## config.mk

```make
export PLATFORM = sky130hd
export DESIGN_NAME = vz_image_loader_flat
export DESIGN_NICKNAME = d
export VERILOG_FILES = /design/src/rtl/vz_image_loader_if.sv /design/src/rtl/vz_image_loader.sv /design/src/flat_wrapper.sv
export SDC_FILE = /design/constraint.sdc
export NUM_CORES = 1
export LEC_CHECK = 0
export BUFFER_PORTS_ARGS = -buffer_cell sky130_fd_sc_hd__buf_4
export CAP_MARGIN = 10
export CORE_MARGIN = 8
export CORE_UTILIZATION = 54
export CTS_BUF_LIST = sky130_fd_sc_hd__clkbuf_16
export DETAILED_ROUTE_END_ITERATION = 8
export GPL_ROUTABILITY_DRIVEN = 1
export GPL_TIMING_DRIVEN = 0
export PLACE_DENSITY = 0.73
export SLEW_MARGIN = 0
export SYNTH_ARGS = -nofsm -noshare
export SYNTH_HDL_FRONTEND = slang
export SYNTH_SLANG_ARGS = --single-unit
```

## constraint.sdc

```tcl
create_clock -name I_CLK -period 3.1 [get_ports I_CLK]
set_input_delay 0.31 -clock I_CLK [delete_from_list [all_inputs] [get_ports I_CLK]]
set_output_delay 0.31 -clock I_CLK [all_outputs]
set_load 0.005 [all_outputs]
```

## src/rtl/vz_image_loader_if.sv

```systemverilog
// vz_image_loader_if
//   Groups the two byte streams handled by the .VZ image loader:
//   the HPS ioctl download stream coming in, and the RAM write handshake
//   going out.
//
//   Signals
//     ioctl_download  high for the whole file transfer
//     ioctl_wr        one-cycle byte strobe
//     ioctl_addr      byte offset within the file
//     ioctl_data      file byte
//     ioctl_wait      loader cannot take another byte; HPS holds strobes
//     vz_addr         RAM write address
//     vz_data         RAM write data
//     vz_wr           RAM write request, held until vz_ack
//     vz_ack          RAM accepted the write this cycle
//
//   Modports
//     slave   loader side (consumes ioctl, drives the RAM write port)
//     master  environment side (HPS + RAM)
interface vz_image_loader_if #(
  parameter int ADDR_W = 16
);

  logic              ioctl_download;
  logic              ioctl_wr;
  logic [ADDR_W-1:0] ioctl_addr;
  logic [7:0]        ioctl_data;
  logic              ioctl_wait;

  logic [ADDR_W-1:0] vz_addr;
  logic [7:0]        vz_data;
  logic              vz_wr;
  logic              vz_ack;

  modport slave (
    input  ioctl_download,
    input  ioctl_wr,
    input  ioctl_addr,
    input  ioctl_data,
    output ioctl_wait,
    output vz_addr,
    output vz_data,
    output vz_wr,
    input  vz_ack
  );

  modport master (
    output ioctl_download,
    output ioctl_wr,
    output ioctl_addr,
    output ioctl_data,
    input  ioctl_wait,
    input  vz_addr,
    input  vz_data,
    input  vz_wr,
    output vz_ack
  );

endinterface

```

## src/rtl/vz_image_loader.sv

```systemverilog
// vz_image_loader
//   Loads a .VZ image streamed over the HPS ioctl port into system RAM.
//   The 24-byte header is checked ("VZ" magic, type F0/F1) and its start
//   address captured; body bytes are queued in a small FIFO and written to
//   RAM through a write/ack handshake. Once the body has drained, the BASIC
//   (F0) or machine-code (F1) pointer table is patched, and completion or
//   error is reported.
//
//   Ports
//     I_CLK      system clock
//     I_RST_N    asynchronous reset, active low
//     bus        vz_image_loader_if.slave: ioctl download stream in,
//                RAM write handshake out, ioctl_wait back-pressure
//     load_done  one-cycle pulse on successful completion
//     load_err   sticky error, cleared when the next download starts
//     exec_addr  start address from the header, valid with load_done
//     is_basic   1 = type F0 (BASIC), 0 = type F1 (machine code)
//
//   ADDR_W must match the interface instance and be at least 16, since
//   addresses are assembled from and patched as lo/hi byte pairs.
module vz_image_loader #(
  parameter int                ADDR_W     = 16,
  parameter int                FIFO_DEPTH = 4,
  parameter int                HDR_LEN    = 24,
  parameter logic [ADDR_W-1:0] BASIC_PTR  = ADDR_W'(16'h78A4),
  parameter logic [ADDR_W-1:0] BASIC_END  = ADDR_W'(16'h78F9),
  parameter logic [ADDR_W-1:0] MCODE_PTR  = ADDR_W'(16'h788E)
) (
  input  logic              I_CLK,
  input  logic              I_RST_N,
  vz_image_loader_if.slave  bus,
  output logic              load_done,
  output logic              load_err,
  output logic [ADDR_W-1:0] exec_addr,
  output logic              is_basic
);

  localparam int PTR_W = $clog2(FIFO_DEPTH);
  localparam int CNT_W = PTR_W + 1;
  localparam int ENT_W = ADDR_W + 8;

  localparam logic [CNT_W-1:0]  CNT_FULL   = CNT_W'(FIFO_DEPTH);
  localparam logic [CNT_W-1:0]  CNT_ONE    = CNT_W'(1);
  localparam logic [ADDR_W-1:0] OFS_MAGIC0 = '0;
  localparam logic [ADDR_W-1:0] OFS_MAGIC1 = ADDR_W'(1);
  localparam logic [ADDR_W-1:0] OFS_TYPE   = ADDR_W'(HDR_LEN - 3);
  localparam logic [ADDR_W-1:0] OFS_LO     = ADDR_W'(HDR_LEN - 2);
  localparam logic [ADDR_W-1:0] OFS_HI     = ADDR_W'(HDR_LEN - 1);
  localparam logic [ADDR_W-1:0] ONE_A      = ADDR_W'(1);

  typedef enum logic [2:0] {
    S_IDLE,
    S_HEADER,
    S_BODY,
    S_DRAIN,
    S_PATCH,
    S_DONE,
    S_ERROR
  } state_t;

  state_t            state;
  logic              dl_q;

  logic [ENT_W-1:0]  fifo_mem [FIFO_DEPTH];
  logic [PTR_W-1:0]  wr_ptr;
  logic [PTR_W-1:0]  rd_ptr;
  logic [CNT_W-1:0]  count;

  logic [ADDR_W-1:0] cur_addr;
  logic [7:0]        start_lo;
  logic [7:0]        start_hi;
  logic              is_basic_q;
  logic              wrapped;
  logic [2:0]        patch_idx;

  logic              vz_wr_q;
  logic [ADDR_W-1:0] vz_addr_q;
  logic [7:0]        vz_data_q;
  logic              load_done_q;
  logic              load_err_q;
  logic [ADDR_W-1:0] exec_addr_q;

  logic              dl_rise;
  logic              dl_fall;
  logic              fifo_full;
  logic              push;
  logic              pop;
  logic              err_now;
  logic [ENT_W-1:0]  fifo_head;
  logic [ENT_W-1:0]  fifo_next;
  logic [ADDR_W-1:0] patch_addr;
  logic [7:0]        patch_data;
  logic [2:0]        patch_last;
  logic [7:0]        end_lo;
  logic [7:0]        end_hi;

  assign dl_rise   = bus.ioctl_download & ~dl_q;
  assign dl_fall   = ~bus.ioctl_download & dl_q;
  assign fifo_full = (count == CNT_FULL);

  // A byte that arrives while full or after the address wrapped is not
  // pushed; it is turned into an error instead.
  assign push = (state == S_BODY) && bus.ioctl_wr && !fifo_full && !wrapped;
  assign pop  = ((state == S_BODY) || (state == S_DRAIN)) && vz_wr_q && bus.vz_ack;

  assign fifo_head = fifo_mem[rd_ptr];
  assign fifo_next = fifo_mem[rd_ptr + PTR_W'(1)];

  assign end_lo     = cur_addr[7:0];
  assign end_hi     = 8'(cur_addr >> 8);
  assign patch_last = is_basic_q ? 3'd7 : 3'd1;

  assign bus.ioctl_wait = fifo_full;
  assign bus.vz_wr      = vz_wr_q;
  assign bus.vz_addr    = vz_addr_q;
  assign bus.vz_data    = vz_data_q;

  assign load_done = load_done_q;
  assign load_err  = load_err_q;
  assign exec_addr = exec_addr_q;
  assign is_basic  = is_basic_q;

  // Conditions that abort the current load: bad magic or type byte, a file
  // that ends inside the header, a FIFO overrun, or a byte past the address
  // wrap.
  always_comb begin
    err_now = 1'b0;
    case (state)
      S_HEADER: begin
        if (dl_fall) err_now = 1'b1;
        if (bus.ioctl_wr) begin
          if (bus.ioctl_addr == OFS_MAGIC0 && bus.ioctl_data != 8'h56) err_now = 1'b1;
          if (bus.ioctl_addr == OFS_MAGIC1 && bus.ioctl_data != 8'h5A) err_now = 1'b1;
          if (bus.ioctl_addr == OFS_TYPE &&
              bus.ioctl_data != 8'hF0 && bus.ioctl_data != 8'hF1) err_now = 1'b1;
        end
      end
      S_BODY: begin
        if (bus.ioctl_wr && (fifo_full || wrapped)) err_now = 1'b1;
      end
      default: ;
    endcase
  end

  // Pointer patch table, high byte of each pair written first. The end
  // pointers take cur_addr, which by then is one past the last body byte.
  always_comb begin
    patch_addr = '0;
    patch_data = '0;
    if (is_basic_q) begin
      case (patch_idx)
        3'd0: begin patch_addr = BASIC_PTR + ONE_A;          patch_data = start_hi; end
        3'd1: begin patch_addr = BASIC_PTR;                  patch_data = start_lo; end
        3'd2: begin patch_addr = BASIC_END + ONE_A;          patch_data = end_hi;   end
        3'd3: begin patch_addr = BASIC_END;                  patch_data = end_lo;   end
        3'd4: begin patch_addr = BASIC_END + ADDR_W'(3);     patch_data = end_hi;   end
        3'd5: begin patch_addr = BASIC_END + ADDR_W'(2);     patch_data = end_lo;   end
        3'd6: begin patch_addr = BASIC_END + ADDR_W'(5);     patch_data = end_hi;   end
        default: begin patch_addr = BASIC_END + ADDR_W'(4);  patch_data = end_lo;   end
      endcase
    end else begin
      if (patch_idx == 3'd0) begin
        patch_addr = MCODE_PTR + ONE_A;
        patch_data = start_hi;
      end else begin
        patch_addr = MCODE_PTR;
        patch_data = start_lo;
      end
    end
  end

  // Main controller: header parsing, FIFO, RAM write port and patching.
  // A new download always wins, then an error, then normal sequencing.
  always_ff @(posedge I_CLK or negedge I_RST_N) begin
    if (!I_RST_N) begin
      state       <= S_IDLE;
      dl_q        <= 1'b0;
      for (int i = 0; i < FIFO_DEPTH; i++) fifo_mem[i] <= '0;
      wr_ptr      <= '0;
      rd_ptr      <= '0;
      count       <= '0;
      cur_addr    <= '0;
      start_lo    <= '0;
      start_hi    <= '0;
      is_basic_q  <= 1'b0;
      wrapped     <= 1'b0;
      patch_idx   <= '0;
      vz_wr_q     <= 1'b0;
      vz_addr_q   <= '0;
      vz_data_q   <= '0;
      load_done_q <= 1'b0;
      load_err_q  <= 1'b0;
      exec_addr_q <= '0;
    end else begin
      dl_q        <= bus.ioctl_download;
      load_done_q <= 1'b0;

      if (dl_rise) begin
        state      <= S_HEADER;
        load_err_q <= 1'b0;
        vz_wr_q    <= 1'b0;
        wr_ptr     <= '0;
        rd_ptr     <= '0;
        count      <= '0;
        wrapped    <= 1'b0;
        patch_idx  <= '0;
      end else if (err_now) begin
        state      <= S_ERROR;
        load_err_q <= 1'b1;
        vz_wr_q    <= 1'b0;
        wr_ptr     <= '0;
        rd_ptr     <= '0;
        count      <= '0;
      end else begin
        case (state)
          S_HEADER: begin
            if (bus.ioctl_wr) begin
              if (bus.ioctl_addr == OFS_TYPE) is_basic_q <= (bus.ioctl_data == 8'hF0);
              if (bus.ioctl_addr == OFS_LO) start_lo <= bus.ioctl_data;
              if (bus.ioctl_addr == OFS_HI) begin
                start_hi <= bus.ioctl_data;
                cur_addr <= ADDR_W'({bus.ioctl_data, start_lo});
                wrapped  <= 1'b0;
                state    <= S_BODY;
              end
            end
          end

          S_BODY, S_DRAIN: begin
            if (push) begin
              fifo_mem[wr_ptr] <= {cur_addr, bus.ioctl_data};
              wr_ptr   <= wr_ptr + PTR_W'(1);
              cur_addr <= cur_addr + ONE_A;
              if (cur_addr == '1) wrapped <= 1'b1;
            end
            if (pop) rd_ptr <= rd_ptr + PTR_W'(1);
            count <= count + CNT_W'(push) - CNT_W'(pop);

            // The head entry is copied to the write port but only leaves
            // the FIFO on ack, so ioctl_wait reflects every queued byte.
            // On ack, a second queued entry is presented back-to-back.
            if (!vz_wr_q) begin
              if (count != '0) begin
                vz_wr_q   <= 1'b1;
                vz_addr_q <= fifo_head[ENT_W-1:8];
                vz_data_q <= fifo_head[7:0];
              end
            end else if (bus.vz_ack) begin
              if (count > CNT_ONE) begin
                vz_addr_q <= fifo_next[ENT_W-1:8];
                vz_data_q <= fifo_next[7:0];
              end else begin
                vz_wr_q <= 1'b0;
              end
            end

            if (state == S_BODY && dl_fall) state <= S_DRAIN;
            if (state == S_DRAIN && count == '0 && !vz_wr_q) begin
              state     <= S_PATCH;
              patch_idx <= '0;
            end
          end

          S_PATCH: begin
            if (!vz_wr_q) begin
              vz_wr_q   <= 1'b1;
              vz_addr_q <= patch_addr;
              vz_data_q <= patch_data;
            end else if (bus.vz_ack) begin
              vz_wr_q <= 1'b0;
              if (patch_idx == patch_last) begin
                state       <= S_DONE;
                load_done_q <= 1'b1;
                exec_addr_q <= ADDR_W'({start_hi, start_lo});
              end else begin
                patch_idx <= patch_idx + 3'd1;
              end
            end
          end

          S_DONE: state <= S_IDLE;

          default: ;
        endcase
      end
    end
  end

endmodule

```

## src/flat_wrapper.sv

```systemverilog
// flat-port wrapper written by rule: the top's interface ports become plain ports
module vz_image_loader_flat 
#(
  parameter int                ADDR_W     = 16,
  parameter int                FIFO_DEPTH = 4,
  parameter int                HDR_LEN    = 24,
  parameter logic [ADDR_W-1:0] BASIC_PTR  = ADDR_W'(16'h78A4),
  parameter logic [ADDR_W-1:0] BASIC_END  = ADDR_W'(16'h78F9),
  parameter logic [ADDR_W-1:0] MCODE_PTR  = ADDR_W'(16'h788E)
)
  (I_CLK, I_RST_N, load_done, load_err, exec_addr, is_basic, bus_ioctl_download, bus_ioctl_wr, bus_ioctl_addr, bus_ioctl_data, bus_ioctl_wait, bus_vz_addr, bus_vz_data, bus_vz_wr, bus_vz_ack);
  vz_image_loader_if #(.ADDR_W(ADDR_W)) bus_i ();
  input  logic I_CLK;
  input  logic I_RST_N;
  output logic load_done;
  output logic load_err;
  output logic [ADDR_W-1:0] exec_addr;
  output logic is_basic;
  input wire logic [$bits(bus_i.ioctl_download)-1:0] bus_ioctl_download;
  input wire logic [$bits(bus_i.ioctl_wr)-1:0] bus_ioctl_wr;
  input wire logic [$bits(bus_i.ioctl_addr)-1:0] bus_ioctl_addr;
  input wire logic [$bits(bus_i.ioctl_data)-1:0] bus_ioctl_data;
  output wire logic [$bits(bus_i.ioctl_wait)-1:0] bus_ioctl_wait;
  output wire logic [$bits(bus_i.vz_addr)-1:0] bus_vz_addr;
  output wire logic [$bits(bus_i.vz_data)-1:0] bus_vz_data;
  output wire logic [$bits(bus_i.vz_wr)-1:0] bus_vz_wr;
  input wire logic [$bits(bus_i.vz_ack)-1:0] bus_vz_ack;
  assign bus_i.ioctl_download = bus_ioctl_download;
  assign bus_i.ioctl_wr = bus_ioctl_wr;
  assign bus_i.ioctl_addr = bus_ioctl_addr;
  assign bus_i.ioctl_data = bus_ioctl_data;
  assign bus_ioctl_wait = bus_i.ioctl_wait;
  assign bus_vz_addr = bus_i.vz_addr;
  assign bus_vz_data = bus_i.vz_data;
  assign bus_vz_wr = bus_i.vz_wr;
  assign bus_i.vz_ack = bus_vz_ack;
  vz_image_loader #(.ADDR_W(ADDR_W), .FIFO_DEPTH(FIFO_DEPTH), .HDR_LEN(HDR_LEN), .BASIC_PTR(BASIC_PTR), .BASIC_END(BASIC_END), .MCODE_PTR(MCODE_PTR)) u_core (.I_CLK(I_CLK), .I_RST_N(I_RST_N), .bus(bus_i), .load_done(load_done), .load_err(load_err), .exec_addr(exec_addr), .is_basic(is_basic));
endmodule
```

==> results_dict.tcl, run 1 <==
set metrics [dict create \
    coreArea_mm2 0.0186 \
    hold_ws_ps 234 \
    wl_per_cell_um 23.2 \
    max_freq_mhz 336 \
    dieHeight_um 153 \
    max_slew_margin_pct 34.6 \
    die_w_um 153 \
    tightestPinTransition_ps 957 \
    rsz0062_at_grt "no" \
    hold_path.class "in -> reg" \
    fin_skew_ps 11.7 \
    gp_congestion 0.900 \
    cpMostUsedCell "clkbuf_1" \
    cp-end-kind "flop" \
    syn_to_final_growth_pct 15.0 \
    syn-instance-count 937 \
    vias 8278 \
    antenna_cells 0 \
    peakVddDrop_uv 446 \
    intPower_mw 5.21 \
    maxCapViolCount 0 \
    cp_top_family "buffers and inverters" \
    final_util_pct 62.8 \
    initial_core_util_pct 54.7 \
    root_buffer "clkbuf_16" \
    ys_types 65 \
    final_cell_mix "187 x dfrtp_1, 155 x mux2_2, 67 x buf_4" \
    grt_pass1_wl_um 46500 \
    period_minus_slack_ps 2980 \
    cp.required_ps 3430 \
    globalRouteOverflowTotal 0 \
    clkPwrFrac_pct 27.9 \
    dieArea_mm2 0.0235 \
    fin_nets 1069 \
    p_seq_share_pct 37.0 \
    pwr-share-comb_pct 35.1 \
    syn-num-nets 980 \
    io_buffers 67 \
    async_flop_share_pct 100 \
    powerDensity_mw_per_mm2 704 \
    dp_slack_ps -282 \
    cts_buffers 17 \
    synthFlopType "dfrtp_1" \
    cp_data_arrival_time_ps 3310 \
    worstPathMaxFanout 10 \
    ctsHtreeMaxLevel 4 \
    synth_edf_count 0 \
    leakage_nw 5.52 \
    antenna_found_initial 0 \
    grtUsageTotal_pct 25.3 \
    fin_total_pwr_mw 8.22 \
    outcome "finished clean" \
    place_inst 1239 \
    fin_setup_tns_ps 0 \
    clock-sinks 187 \
    slowest_delay_ps 500 \
    synth_seq_area_share_pct 46.1 \
    ioPinCount 74 \
    timing_worst_setup_path_type "reg -> reg" \
    setup_viol 0 \
    fin_area_mm2 0.0117 \
    syn-cell-area_mm2 0.0102 \
    path_buf_inv 4 \
    swShare_pct 36.6 \
    drc_errors 0 \
    drtAntennaViolNets 0 \
    p_sw_mw 3.01 \
    cts_tree "done" \
    cp_slowest_cell "clkbuf_1" \
    ys_warn_count 0 \
    place_area_mm2 0.0110 \
    rows 50 \
    clockBufferDepth 2 \
    slew_viol_final 0 \
    setup_ws_ps 123 \
    routed_wl_um 29500 \
    syn_avg_cell_area_um2 10.8 \
    layoutNonFillerInstCount 1271 \
    ys_ff_latch 187 \
    drt_iter0_drc 978 \
    insertion_delay_ps 440 \
    grt_pass1_vias 8123 \
    start_kind "flop" \
    drive_gt1_share_pct 29.1 \
    hpwl_um 20600 \
    routed_via_density 6.51 \
    firstDrtPassIters 5 \
    path_cells "clkbuf_1 -> clkbuf_2 -> clkbuf_1 -> buf_1 -> a21oi_1 -> and3_1 -> mux2_2" \
    grt_max_degree 120 \
    finalCritPeriodShare_pct 96.0 \
    finalHoldViolCount 0 \
    final_common_cell "dfrtp_1" \
    path_clk_slew_ps 70 \
]
==> timing repair <==
action,CTS,global route
setup endpoints to repair,114,125
pin swaps,0,1
hold buffers,2,0
gates resized for setup,13,13
hold endpoints to repair,69,0
setup buffers,0,1
==> sequential cells by signal (all words and copies together) (netlist names), 3 cells and up <==
register / count
u_core.start_lo: 8
u_core.count: 3
u_core.patch_idx: 3
u_core.fifo_mem: 96
u_core.exec_addr: 16
u_core.bus.vz_addr: 16
u_core.state: 3
u_core.cur_addr: 16
u_core.start_hi: 8
u_core.bus.vz_data: 8
==> routing by layer <==
layer	track usage (%)	up-vias	wire, um
met4	10.9	0	1150
met1	33.8	4140	12600
met5	0	-	0
met3	5.07	73	2160
li1	-	3659	-
met2	39.2	406	13600
==> cell usage after synthesis (11+ instances only) <==
master | number | area share [%]
a21oi_1 | 39 | 1.9
a221oi_1 | 24 | 2.1
a22o_1 | 21 | 1.8
a22oi_1 | 18 | 1.3
buf_2 | 11 | 0.54
clkbuf_1 | 64 | 2.4
dfrtp_1 | 187 | 46
ha_1 | 13 | 1.6
inv_1 | 18 | 0.67
mux2_1 | 11 | 1.2
mux2_2 | 155 | 17
mux2i_1 | 30 | 3.0
nand2_1 | 34 | 1.3
nand3_1 | 36 | 1.8
nor2_1 | 60 | 2.2
nor2b_1 | 11 | 0.68
nor3_1 | 23 | 1.1
o21ai_0 | 25 | 1.2
o22ai_1 | 16 | 0.99
==> cells by family (layout without fill, tap and decap cells) <==
| family | count (synthesis) | in the layout | synth area share, % |
|---|---|---|---|
| AOI/OAI and AO/OA | 205 | 205 | 14.3 |
| xor gates and xnor gates | 4 | 4 | 0.345 |
| adders and majority gates | 14 | 14 | 1.80 |
| buffers and inverters | 103 | 203 | 3.95 |
| DFF | 187 | 187 | 46.1 |
| muxes | 204 | 204 | 22.5 |
| and+or+nand+nor | 220 | 220 | 11.0 |
==> power by group through the flow <==
| stage | clock [mW] | sequential (mW) | combinational (mW) |
|---|---|---|---|
| 2_1_floorplan | 0 | 3.00 | 1.82 |
| 3_3_place_gp | 0 | 3.06 | 2.71 |
| 3_5_place_dp | 0 | 3.07 | 2.77 |
| 4_1_cts | 2.32 | 3.03 | 2.81 |
| 5_1_grt | 2.41 | 3.08 | 3.12 |
| 6_report | 2.29 | 3.04 | 2.88 |
==> worst paths after layout <==
check,startpoint,cells past startpoint,end,slack [ps]
max in group asynchronous,I_RST_N,3,u_core.fifo_mem[20],1730
max reg2reg,u_core.rd_ptr[1],7,u_core.bus.vz_addr[15],120
max,u_core.rd_ptr[1],7,u_core.bus.vz_addr[15],120
min,bus_ioctl_data[1],2,u_core.start_lo[1],230
min reg2reg,u_core.bus.vz_addr[8],1,u_core.bus.vz_addr[8],490
min in group asynchronous,I_RST_N,2,u_core.fifo_mem[52],390
==> cell type report <==
class	count	area, um2
clock inverter	13	179
inverter	20	75.1
tap	234	293
multi-input combinational	647	5120
clock buffer	17	425
sequential	187	4680
buffer	82	342
timing repair buffer	71	566
fill	1535	6900
Power figures use the tool's default switching activity.
==> inputs of run 2 (changes only) <==
--- a/config.mk
+++ b/config.mk
@@ -5,6 +5,7 @@
 export SDC_FILE = /design/constraint.sdc
 export NUM_CORES = 1
 export LEC_CHECK = 0
+export ABC_AREA = 1
 export BUFFER_PORTS_ARGS = -buffer_cell sky130_fd_sc_hd__buf_4
 export CAP_MARGIN = 10
 export CORE_MARGIN = 8
@@ -13,7 +14,7 @@
 export DETAILED_ROUTE_END_ITERATION = 8
 export GPL_ROUTABILITY_DRIVEN = 1
 export GPL_TIMING_DRIVEN = 0
-export PLACE_DENSITY = 0.73
+export PLACE_DENSITY = 0.72
 export SLEW_MARGIN = 0
 export SYNTH_ARGS = -nofsm -noshare
 export SYNTH_HDL_FRONTEND = slang
==> run 2 against run 1 <==
Effect of this change: global-route usage increased by 3.3 points; total power increased by 17%; design area increased by 4.0%; die area increased by 4.2%; flip-flop and latch count unchanged.
==> results_dict.tcl, run 2 <==
set metrics [dict create \
    grtUsageTotal_pct 28.6 \
    ioPinCount 74 \
    synth_seq_area_share_pct 44.0 \
    rsz0062_at_grt "no" \
    syn-num-nets 1538 \
    coreArea_mm2 0.0194 \
    drive_gt1_share_pct 10.8 \
    ys_types 51 \
    antenna_found_initial 0 \
    syn-instance-count 1495 \
    path_clk_slew_ps 80 \
    clkPwrFrac_pct 24.4 \
    hold_path.class "in -> reg" \
    io_buffers 67 \
    leakage_nw 6.15 \
    finalCritPeriodShare_pct 87.3 \
    grt_pass1_vias 10100 \
    cp_data_arrival_time_ps 3050 \
    dieHeight_um 156 \
    cp.required_ps 3440 \
    synthFlopType "dfrtp_1" \
    timing_worst_setup_path_type "reg -> reg" \
    cts_setup_buffers 0 \
    ctsHtreeMaxLevel 4 \
    vias 10400 \
    p_sw_mw 4.11 \
    cts_tree "done" \
    antenna_cells 0 \
    rows 51 \
    routed_wl_um 34000 \
    ys_top_cells_by_area "dfrtp_1 44%, nand2_1 22%, o21ai_0 7.0%" \
    root_buffer "clkbuf_16" \
    place_inst 1828 \
    setup_viol 0 \
    final_common_cell "nand2_1" \
    intPower_mw 5.48 \
    max_slew_margin_pct 36.2 \
    syn_avg_cell_area_um2 7.12 \
    powerDensity_mw_per_mm2 790 \
    setup_ws_ps 392 \
    final_cell_mix "636 x nand2_1, 187 x dfrtp_1, 148 x o21ai_0" \
    syn_to_final_growth_pct 14.1 \
    start_kind "flop" \
    fin_nets 1626 \
    wl_per_cell_um 18.3 \
    drt_iter0_drc 1188 \
    yosysTopAreaCellShare_pct 44.0 \
    ys_warn_count 0 \
    cp-end-kind "flop" \
    drc_errors 0 \
    outcome "finished clean" \
    yosysMostFrequentCell "nand2_1" \
    peakVddDrop_uv 445 \
    fin_skew_ps 13.2 \
    hpwl_um 24400 \
    maxCapViolCount 0 \
    finalHoldViolCount 0 \
    slew_viol_final 0 \
    synthTopCellsByCount "636 x nand2_1, 187 x dfrtp_1, 148 x o21ai_0, 95 x inv_1, 93 x nor2_1" \
    dieArea_mm2 0.0244 \
    clockBufferDepth 2 \
    insertion_delay_ps 440 \
    max_freq_mhz 369 \
    grt_pass1_wl_um 54400 \
    layoutNonFillerInstCount 1861 \
    top_register "u_core.fifo_mem" \
    period_minus_slack_ps 2710 \
    tightestPinTransition_ps 954 \
    synth_edf_count 0 \
    async_flop_share_pct 100 \
    drtAntennaViolNets 0 \
    gp_congestion 0.974 \
    cts_buffers 17 \
    clock-sinks 187 \
    die_w_um 156 \
    pwr-share-comb_pct 40.3 \
    p_seq_share_pct 35.3 \
    largest_reg_flops 96 \
    swShare_pct 42.9 \
    firstDrtPassIters 7 \
    worstPathMaxFanout 10 \
    routed_via_density 5.59 \
    synth_top_area_cell "dfrtp_1" \
    grt_max_degree 112 \
    ys_ff_latch 187 \
    fin_setup_tns_ps 0 \
    initial_core_util_pct 54.8 \
    dp_slack_ps 231 \
    globalRouteOverflowTotal 0 \
    syn-cell-area_mm2 0.0106 \
]
==> run 2: power groups by stage <==
stage	Sequential, mW	Combinational, mW	Clock, mW
after floorplan	3.30	2.52	0
after CTS	3.37	3.81	2.34
after detailed placement	3.42	3.78	0
final	3.38	3.87	2.34
after global placement	3.40	3.71	0
after global routing	3.45	4.28	2.45
==> run 2: worst paths after layout <==
check,startpoint,end,slack [ps],cells after the start
min in group asynchronous,I_RST_N,u_core.bus.vz_addr[12],440,2
worst max register to register,u_core.rd_ptr[0],u_core.bus.vz_data[6],390,10
max in group asynchronous,I_RST_N,u_core.patch_idx[1],1660,3
worst min-delay path,bus_ioctl_data[0],u_core.start_lo[0],140,3
worst min register to register,u_core.fifo_mem[31],u_core.fifo_mem[31],480,2
worst max-delay path,u_core.rd_ptr[0],u_core.bus.vz_data[6],390,10
==> run 2: logic make-up (layout without fill, tap and decap cells) <==
| logic type | after synthesis | count (layout) | synth area share [%] |
|---|---|---|---|
| and+or+nand+nor | 817 | 817 | 31.2 |
| xor gates and xnor gates | 11 | 11 | 0.906 |
| muxes | 1 | 1 | 0.0941 |
| DFF | 187 | 187 | 44.0 |
| adders and majority gates | 14 | 14 | 1.72 |
| buffers and inverters | 193 | 294 | 8.04 |
| AOI/OAI and AO/OA | 272 | 272 | 14.1 |
==> run 2: metrics by stage <==
| step | power (mW) | cell area (um2) | hold WS (ps) | utilization, % |
|---|---|---|---|---|
| 2_1_floorplan | 5.82 | 10600 | 14.4 | - |
| 3_3_place_gp | 7.12 | 11500 | 429 | 59.1 |
| 3_5_place_dp | 7.20 | 11500 | 334 | 59.3 |
| 4_1_cts | 9.52 | 12100 | 143 | 62.6 |
| 5_1_grt | 10.2 | 12100 | 141 | 62.6 |
| 6_report | 9.59 | 12100 | 143 | 62.6 |
==> run 2: what timing repair did <==
| item | CTS | global route |
|---|---|---|
| endpoints found under the setup margin | 0 | 1 |
| hold buffers | 2 | 0 |
| resized for setup | 0 | 0 |
| hold endpoints to repair | 77 | 0 |
==> run 2: worst max-delay path: stages, from the launching register on <==
cell	delay (ps)
dfrtp_1	370
buf_2	200
nor2_2	500
clkinv_1	510
clkbuf_1	440
nand2_1	160
nand3_1	80
nand3_1	140
nand2_1	80
nand2_1	80
nand2_1	50
==> run 2: routing by layer <==
| layer | track usage (%) | wire length, um |
|---|---|---|
| met4 | 9.61 | 860 |
| met5 | 0 | 0 |
| met3 | 6.37 | 3280 |
| met1 | 37.5 | 14100 |
| met2 | 46.0 | 15800 |
==> run 2: cell type report <==
cell class,instances,area [um2]
Sequential cell,187,4680
Clock buffer,17,425
Timing Repair Buffer,70,558
Multi-Input combinational cell,1115,5100
Fill cell,1857,7250
Tap cell,265,332
Buffer,79,424
Clock inverter,15,194
Inverter,113,428
